$ cat config.mk
export PLATFORM = sky130hd
export DESIGN_NAME = fifo_wr_rr_arbiter
export DESIGN_NICKNAME = d
export VERILOG_FILES = /design/src/rtl/fifo_wr_rr_arbiter.sv
export SDC_FILE = /design/constraint.sdc
export NUM_CORES = 1
export LEC_CHECK = 0
export ABC_AREA = 1
export CAP_MARGIN = 40
export CORE_UTILIZATION = 41
export DETAILED_ROUTE_END_ITERATION = 7
export GPL_TIMING_DRIVEN = 0
export PLACE_DENSITY = 0.86
export SLEW_MARGIN = 20
export SYNTH_ARGS = -nofsm -noshare
export SYNTH_HDL_FRONTEND = slang
export SYNTH_SLANG_ARGS = --single-unit
$ cat constraint.sdc
create_clock -name i_clk -period 3.4 [get_ports i_clk]
set_input_delay 0.68 -clock i_clk [delete_from_list [all_inputs] [get_ports i_clk]]
set_output_delay 0.68 -clock i_clk [all_outputs]
set_load 0.05 [all_outputs]
$ cat src/rtl/fifo_wr_rr_arbiter.sv
// fifo_wr_rr_arbiter
// Round-robin arbiter sharing one FIFO write port between NREQ valid/ready
// producers. A producer is granted for a burst of at most MAX_BURST words,
// then the grant rotates. One ARB cycle always separates two bursts.
//
// Ports:
//   i_clk           system clock, all state on posedge
//   i_rst           synchronous reset, active-high
//   i_req_valid     per-requester data valid
//   i_req_data      packed data, requester i at [i*DWIDTH +: DWIDTH]
//   o_req_ready     per-requester accept (transfer when valid & ready)
//   o_fifo_wr_en    FIFO write enable
//   o_fifo_in_data  FIFO write data
//   i_fifo_full     FIFO full flag
//   o_grant_valid   a requester currently owns the port
//   o_grant_id      index of the current (or last) owner
module fifo_wr_rr_arbiter #(
  parameter int NREQ      = 4,
  parameter int DWIDTH    = 8,
  parameter int MAX_BURST = 4,
  localparam int IDW      = (NREQ > 1) ? $clog2(NREQ) : 1
) (
  input  logic                     i_clk,
  input  logic                     i_rst,
  input  logic [NREQ-1:0]          i_req_valid,
  input  logic [NREQ*DWIDTH-1:0]   i_req_data,
  output logic [NREQ-1:0]          o_req_ready,
  output logic                     o_fifo_wr_en,
  output logic [DWIDTH-1:0]        o_fifo_in_data,
  input  logic                     i_fifo_full,
  output logic                     o_grant_valid,
  output logic [IDW-1:0]           o_grant_id
);

  localparam int            CW       = (MAX_BURST > 1) ? $clog2(MAX_BURST) : 1;
  localparam logic [CW-1:0] CNT_LAST = CW'(MAX_BURST - 1);
  localparam logic [IDW-1:0] ID_LAST = IDW'(NREQ - 1);

  typedef enum logic [0:0] {
    ST_ARB   = 1'b0,
    ST_GRANT = 1'b1
  } state_t;

  state_t           r_state;
  state_t           w_state_nxt;
  logic [IDW-1:0]   r_owner;
  logic [IDW-1:0]   w_owner_nxt;
  logic [IDW-1:0]   r_ptr;
  logic [IDW-1:0]   w_ptr_nxt;
  logic [CW-1:0]    r_cnt;
  logic [CW-1:0]    w_cnt_nxt;
  logic             w_release;

  logic             w_pick_found;
  logic [IDW-1:0]   w_pick_id;
  logic [IDW:0]     w_sum;
  logic [IDW-1:0]   w_idx;

  logic             w_owner_valid;
  logic [DWIDTH-1:0] w_owner_data;
  logic             w_in_grant;

  // Round-robin search: first valid requester starting at r_ptr, wrapping mod NREQ.
  always_comb begin
    w_pick_found = 1'b0;
    w_pick_id    = '0;
    w_sum        = '0;
    w_idx        = '0;
    for (int k = 0; k < NREQ; k++) begin
      w_sum = {1'b0, r_ptr} + (IDW+1)'(k);
      if (w_sum >= (IDW+1)'(NREQ)) begin
        w_sum = w_sum - (IDW+1)'(NREQ);
      end else begin
        w_sum = w_sum;
      end
      w_idx = w_sum[IDW-1:0];
      if (!w_pick_found && i_req_valid[w_idx]) begin
        w_pick_found = 1'b1;
        w_pick_id    = w_idx;
      end else begin
        w_pick_id    = w_pick_id;
      end
    end
  end

  // Mux out the current owner's valid bit and data word.
  always_comb begin
    w_owner_valid = 1'b0;
    w_owner_data  = '0;
    for (int i = 0; i < NREQ; i++) begin
      if (r_owner == IDW'(i)) begin
        w_owner_valid = i_req_valid[i];
        w_owner_data  = i_req_data[i*DWIDTH +: DWIDTH];
      end else begin
        w_owner_valid = w_owner_valid;
      end
    end
  end

  assign w_in_grant = (r_state == ST_GRANT);

  // Handshake and FIFO-side outputs; reset forces ready/write low at once.
  always_comb begin
    o_req_ready    = '0;
    o_fifo_wr_en   = 1'b0;
    o_fifo_in_data = '0;
    o_grant_valid  = w_in_grant;
    o_grant_id     = r_owner;
    if (w_in_grant) begin
      o_fifo_in_data = w_owner_data;
      if (!i_rst) begin
        o_req_ready[r_owner] = ~i_fifo_full;
        o_fifo_wr_en         = w_owner_valid & ~i_fifo_full;
      end else begin
        o_req_ready  = '0;
        o_fifo_wr_en = 1'b0;
      end
    end else begin
      o_fifo_in_data = '0;
    end
  end

  // Next-state: arbitration in ARB, burst counting and release in GRANT.
  always_comb begin
    w_state_nxt = r_state;
    w_owner_nxt = r_owner;
    w_ptr_nxt   = r_ptr;
    w_cnt_nxt   = r_cnt;
    w_release   = 1'b0;
    case (r_state)
      ST_ARB: begin
        if (w_pick_found) begin
          w_state_nxt = ST_GRANT;
          w_owner_nxt = w_pick_id;
          w_cnt_nxt   = '0;
        end else begin
          w_state_nxt = ST_ARB;
        end
      end
      ST_GRANT: begin
        // A dropped valid releases even while full; full alone only stalls.
        if (!w_owner_valid) begin
          w_release = 1'b1;
        end else if (!i_fifo_full) begin
          if (r_cnt == CNT_LAST) begin
            w_release = 1'b1;
          end else begin
            w_cnt_nxt = r_cnt + CW'(1);
          end
        end else begin
          w_cnt_nxt = r_cnt;
        end
      end
      default: begin
        w_state_nxt = ST_ARB;
      end
    endcase
    if (w_release) begin
      w_state_nxt = ST_ARB;
      w_cnt_nxt   = '0;
      w_ptr_nxt   = (r_owner == ID_LAST) ? '0 : (r_owner + IDW'(1));
    end else begin
      w_ptr_nxt   = w_ptr_nxt;
    end
  end

  // State registers with synchronous reset.
  always_ff @(posedge i_clk) begin
    if (i_rst) begin
      r_state <= ST_ARB;
      r_owner <= '0;
      r_ptr   <= '0;
      r_cnt   <= '0;
    end else begin
      r_state <= w_state_nxt;
      r_owner <= w_owner_nxt;
      r_ptr   <= w_ptr_nxt;
      r_cnt   <= w_cnt_nxt;
    end
  end

endmodule

### Word-level counts from Yosys, hierarchy flattened

Index checks and enable logic that the tools add are counted.

* register bits after elaboration: 7
* bits of input ports: 39
* logic and storage cells: 93

* $add $sub $neg: 9
* order comparisons: 10
* equal/unequal tests: 8
* muxes and demuxes: 47
* bitwise gates (word level): 4
* reductions and logical operators: 11

Operator list (number)
* 8-bit two-way mux: 5
* 2-bit two-way mux: 13
* 1-bit two-way mux: 21
* 2-bit by 3-bit < comparator with 1-bit output (second input constant): 5
* 3-bit greater-or-equal comparator (second input constant): 3
* 1-bit binary-select mux with 2-bit select: 4
* 4-bit two-way mux: 2
* 2-bit by 1-bit subtractor with 2-bit output (second input constant): 4
* 2-bit by 2-bit adder with 3-bit output (second input constant): 2
* 2-bit == test (second input constant): 3
* 2-bit != test (second input constant): 3
* 2-bit by 1-bit adder with 2-bit output (second input constant): 2
* 4-bit AND: 1
* 1-bit logical AND: 4
* 2-bit one-hot mux with 2 select lines: 1
* 4-bit AND reduction: 1
* 2-bit by 1-bit adder with 3-bit output (second input constant): 1
* 2-bit by 3-bit greater-or-equal comparator with 1-bit output (second input constant): 1
* 1-bit logical NOT: 3
* 1-bit demux with 2-bit select: 1
* 2-bit by 1-bit == test with 1-bit output (second input constant): 1
* 2-bit by 1-bit greater-or-equal comparator with 1-bit output (second input constant): 1
* 2-bit logical NOT: 1
* 2-bit by 1-bit != test with 1-bit output (second input constant): 1
* other kinds (4): 5

### Longest topological paths before layout

* depth after elaboration: 16
* gate-level depth with buffers: 12
* gate-level depth less buffers: 11

### Worst setup path before layout

Ideal clock, no wire load.

* kind: register to output
* start: register r_owner[1] (netlist: o_grant_id[1])
* end: output port o_fifo_in_data[3]
* data arrival time: 2651 ps
* required time: 2720 ps
* path slack: 69 ps
* stages on the path, launching flop included: 11
* path buffers: 1
* cell sequence: dfxtp_1 inv_1 ha_1 buf_6 inv_2 nand2_1 inv_1 nand2_1 nand2_1 o21ai_0 o21ai_0

* longest elaborated chain between the ends: 6
* elaborated cells on any way between the ends: 9

RTL lines
* start, declared: RTL line 46 `logic [IDW-1:0] r_owner;`
* start signal, assigned: RTL line 176 `r_owner <= w_owner_nxt;`
* 2-bit logical NOT: RTL line 91 `if (r_owner == IDW'(i)) begin`
* 8-bit two-way mux (3 in a row): RTL line 91
* 8-bit two-way mux *: RTL line 91
* 8-bit two-way mux *: RTL line 109 `if (w_in_grant) begin`
* end, declared: RTL line 29 `output logic [DWIDTH-1:0] o_fifo_in_data,`

Every way passes the cells marked *; elsewhere a longest branch is shown, timed or not.

### Final worst setup path

* start: input port i_req_valid[1]
* end: output port o_fifo_wr_en

* longest elaborated chain between the ends: 6

RTL lines
* start, declared: RTL line 25 `input logic [NREQ-1:0] i_req_valid,`
* 1-bit two-way mux (3 in a row): RTL line 91
* 1-bit AND: RTL line 113 `o_fifo_wr_en = w_owner_valid & ~i_fifo_full;`
* 1-bit two-way mux: RTL line 111 `if (!i_rst) begin`
* 1-bit two-way mux: RTL line 109
* end, declared: RTL line 28 `output logic o_fifo_wr_en,`

Every way passes these cells.

==> results.txt <==
----------------------------------------------------
[Run status]
  Status ... finished, final reports clean

[Global routing]
  Number of global-route vias before repair ... around 1200
  Global-route wire length before repair ... 4970 um
  Initial antenna violation count ... 0
  Total gr overflow ... 0
  Gr usage total ... 0.251
  Pin count of the biggest net entering global routing ... 11

[Power]
  Total leakage power ... approximately 0.0008 uW
  Worst ir drop on vdd ... 0.592 mV
  Cell Pwr Density ... between 800 and 900 mW/mm^2

[Worst setup path]
  Data arrival, critical path ... 2.53 ns
  Endpoint type of the worst setup path ... output pin
  Worst-case register-to-register setup slack ... 1.59 ns
  Largest driver fanout on the critical path ... 4
  Reg-to-reg critical path endpoint ... r_ptr[0]
  Class of the most critical setup path ... in -> out
  Logic depth of the worst register-to-register path ... 12
  Worst Setup Start Kind ... input pin
  WP data required ... between 2 and 3 ns
  Startpoint of the most critical register-to-register path ... o_grant_id[1]

[Min path]
  Hold Path End ... r_cnt[1]
  Min-delay src ... r_cnt[1]
  Hold-critical path depth ... 2
  Class of the most critical hold timing path ... reg -> reg

[Timing]
  Final number of setup-violating endpoints ... 0
  Period utilisation layout ... 0.943
  Unrepaired setup endpoints after global routing ... false
  Hold Violations, Final ... 0
  Measured slew at the worst slew-check pin ... about 0.54 ns
  Final critical-path required period ... 3.21 ns
  Slack of the critical path ... 0.195 ns
  Relative slew slack ... 0.639
  Worst Skew ... 0.00469 ns
  Total Negative Setup Slacks ... 0 ns
  Count of pins over their slew limit ... 0
  Fmax ... 312 MHz

[Route]
  Drt initial violations ... 50
  Wire length reported by the detailed router ... 3110 um
  Post-DRT Antenna Nets ... 0
  Average routed wire per standard cell ... between 10 and 15 um
  Via density ... 5.05
  # DRC ... 0
  1st-pass router iterations ... 4
  Total number of vias ... 1283

[Synthesis]
  Total nets after synthesis ... roughly 210
  Average footprint of a synthesized cell ... approximately 5.6 um^2
  Gate Count Post-Synth ... 168
  Cell accounting for the most synthesized area ... nand2_1
  Leading cell type by number of instances after synthesis ... nand2_1
  Top post-synthesis cells by count ... nand2_1, o21ai_0, inv_1
  Area contributors post-synth ... nand2_1, dfxtp_1, o21ai_0, inv_1, a21oi_1
  EDFF count, synth ... 0
  Dominant synthesized flop cell ... dfxtp_1
  Combined area of all synthesized cells ... roughly 950 um^2
  Sequential fraction of the synthesis area ... 0.148
  Asr flop ratio synth ... 0
  Distinct cells, synth ... 21
  Number of synthesized register bits ... 7
  Share of Yosys cell area claimed by the top area cell type ... 0.194
  Warnings, synthesis ... 0

[Die]
  Die Span X ... approximately 50 um
  Height of the chip ... 50.1 um
  Total number of placement rows ... 17
  Placeable core area ... 0.00219 mm^2
  Total I/O pin count ... between 50 and 60
  Starting density of the core ... 0.433
  Die footprint ... 0.00251 mm^2

[Placed design]
  Detail Placement HPWL ... between 2000 and 3000 um
  Place WS ... 0.200 ns
  Port bufs ... between 50 and 60
  Gpl congestion ... roughly 0.9

[Cells and area]
  Post-route core utilization ... 0.717
  Final nets ... between 200 and 300
  Count of inserted antenna diode cells ... 0
  Fillers ... 208
  Synth-to-Final Area Change ... 65.6%
  Combined area of the multi-input logic cells ... 696 um^2
  Register Area ... between 100 and 150 um^2
  Share of cells above drive strength 1 ... 0.0885

[Clock tree]
  TritonCTS clock tree ... built
  Clock latency on the worst-skew pair ... 0.25 ns
  Number of CTS-inserted buffers ... 3
  Root buffer cell ... clkbuf_4
  Buffers from clock root to sink, at most ... 2
  Count of hold-fix buffers inserted at cts ... 0
  CTS H-tree depth ... 1
  Sinks on the clock net ... 7
  Clock transition at the register clock pins on the worst setup and hold paths after CTS ... 0.05 ns

[Run]
  Number of max-cap violations ... 0

----------------------------------------------------
==> worst max-delay path by stage <==
stage                         startpoint           endpoint  depth (start not counted)
after floorplan            o_grant_id[1]  o_fifo_in_data[3]                         10
after detailed placement  i_req_valid[1]       o_fifo_wr_en                          8
final                     i_req_valid[1]       o_fifo_wr_en                          8
after global placement    i_req_valid[1]       o_fifo_wr_en                          8
after CTS                  o_grant_id[1]  o_fifo_in_data[2]                         11
after global routing      i_req_valid[1]       o_fifo_wr_en                          8
==> timing repair <==
item / CTS / global route
hold endpoints to repair: 0 / 0
setup buffers: 0 / 0
resized for setup: 0 / 8
endpoints found under the setup margin: 0 / 8
==> state kept, by name (all words and copies together), names as in the netlist <==
signal,count
o_grant_id,2
o_grant_valid,1
r_cnt,2
r_ptr,2
==> critical path, cell delays in order <==
cell             delay (ns)
clkdlybuf4s50_1        0.48
inv_1                  0.07
o22ai_1                0.15
nand2_1                0.09
nand2_2                0.10
nand2_1                0.06
nor2_1                 0.09
clkdlybuf4s50_1        0.81
==> metal layers <==
| layer | track usage | share of wire | wire, um | vias up |
|---|---|---|---|---|
| met1 | 0.291 | 0.44 | 1360 | 568 |
| met4 | 0.0905 | 0.0074 | 23 | 0 |
| met2 | 0.449 | 0.50 | 1560 | 43 |
| met5 | 0 | 0 | 0 | - |
| li1 | - | - | - | 670 |
| met3 | 0.0432 | 0.055 | 170 | 2 |
==> cell type report <==
cell class	instances	area share
sequential	7	0.0892
multi-input combinational	135	0.443
tap	28	0.0223
inverter	21	0.0502
clock buffer	4	0.0167
buffer	5	0.0215
timing repair buffer	54	0.357
==> power breakdown <==
| group | total [uW] | internal, uW | switching [uW] |
|---|---|---|---|
| clock | 73.1 | 44.6 | 28.5 |
| combinational | 1060 | 361 | 696 |
| sequential | 139 | 108 | 30.5 |
==> cell usage in the layout (no fill, tap or decap) <==
cell type,instances
inv_2,2
o21ai_0,21
o21ai_1,2
clkdlybuf4s50_1,46
inv_1,19
a22oi_1,5
ha_1,5
nand2_1,49
clkbuf_1,4
a21oi_2,2
dfxtp_1,7
nor3_1,1
nand3_1,11
nand2_2,6
clkbuf_4,3
nor2_4,1
a21oi_1,13
buf_6,2
nand4_1,2
nand3_2,3
nand2_4,1
dlymetal6s2s_1,8
o22ai_1,1
nor2_1,12
==> through the flow <==
step,std cells,power (uW),cell area (um^2),hold slack (ns)
final,254,1270,1570,0.475
after detailed placement,250,1190,1520,0.473
after global routing,254,1380,1570,0.495
after global placement,250,1160,1520,0.465
after CTS,254,1270,1550,0.479
after floorplan,168,899,948,0.454
==> cells by family after synthesis <==
| kind of cell | Yosys count | share of synthesized area |
|---|---|---|
| adder cells (fa/ha/maj) | 5 | 0.0660 |
| buffers and inverters | 26 | 0.119 |
| flip-flops | 7 | 0.148 |
| AND/OR/NAND/NOR | 86 | 0.413 |
| AO/OA/AOI/OAI | 44 | 0.255 |
Note: power is estimated with default switching activity, not from simulation.
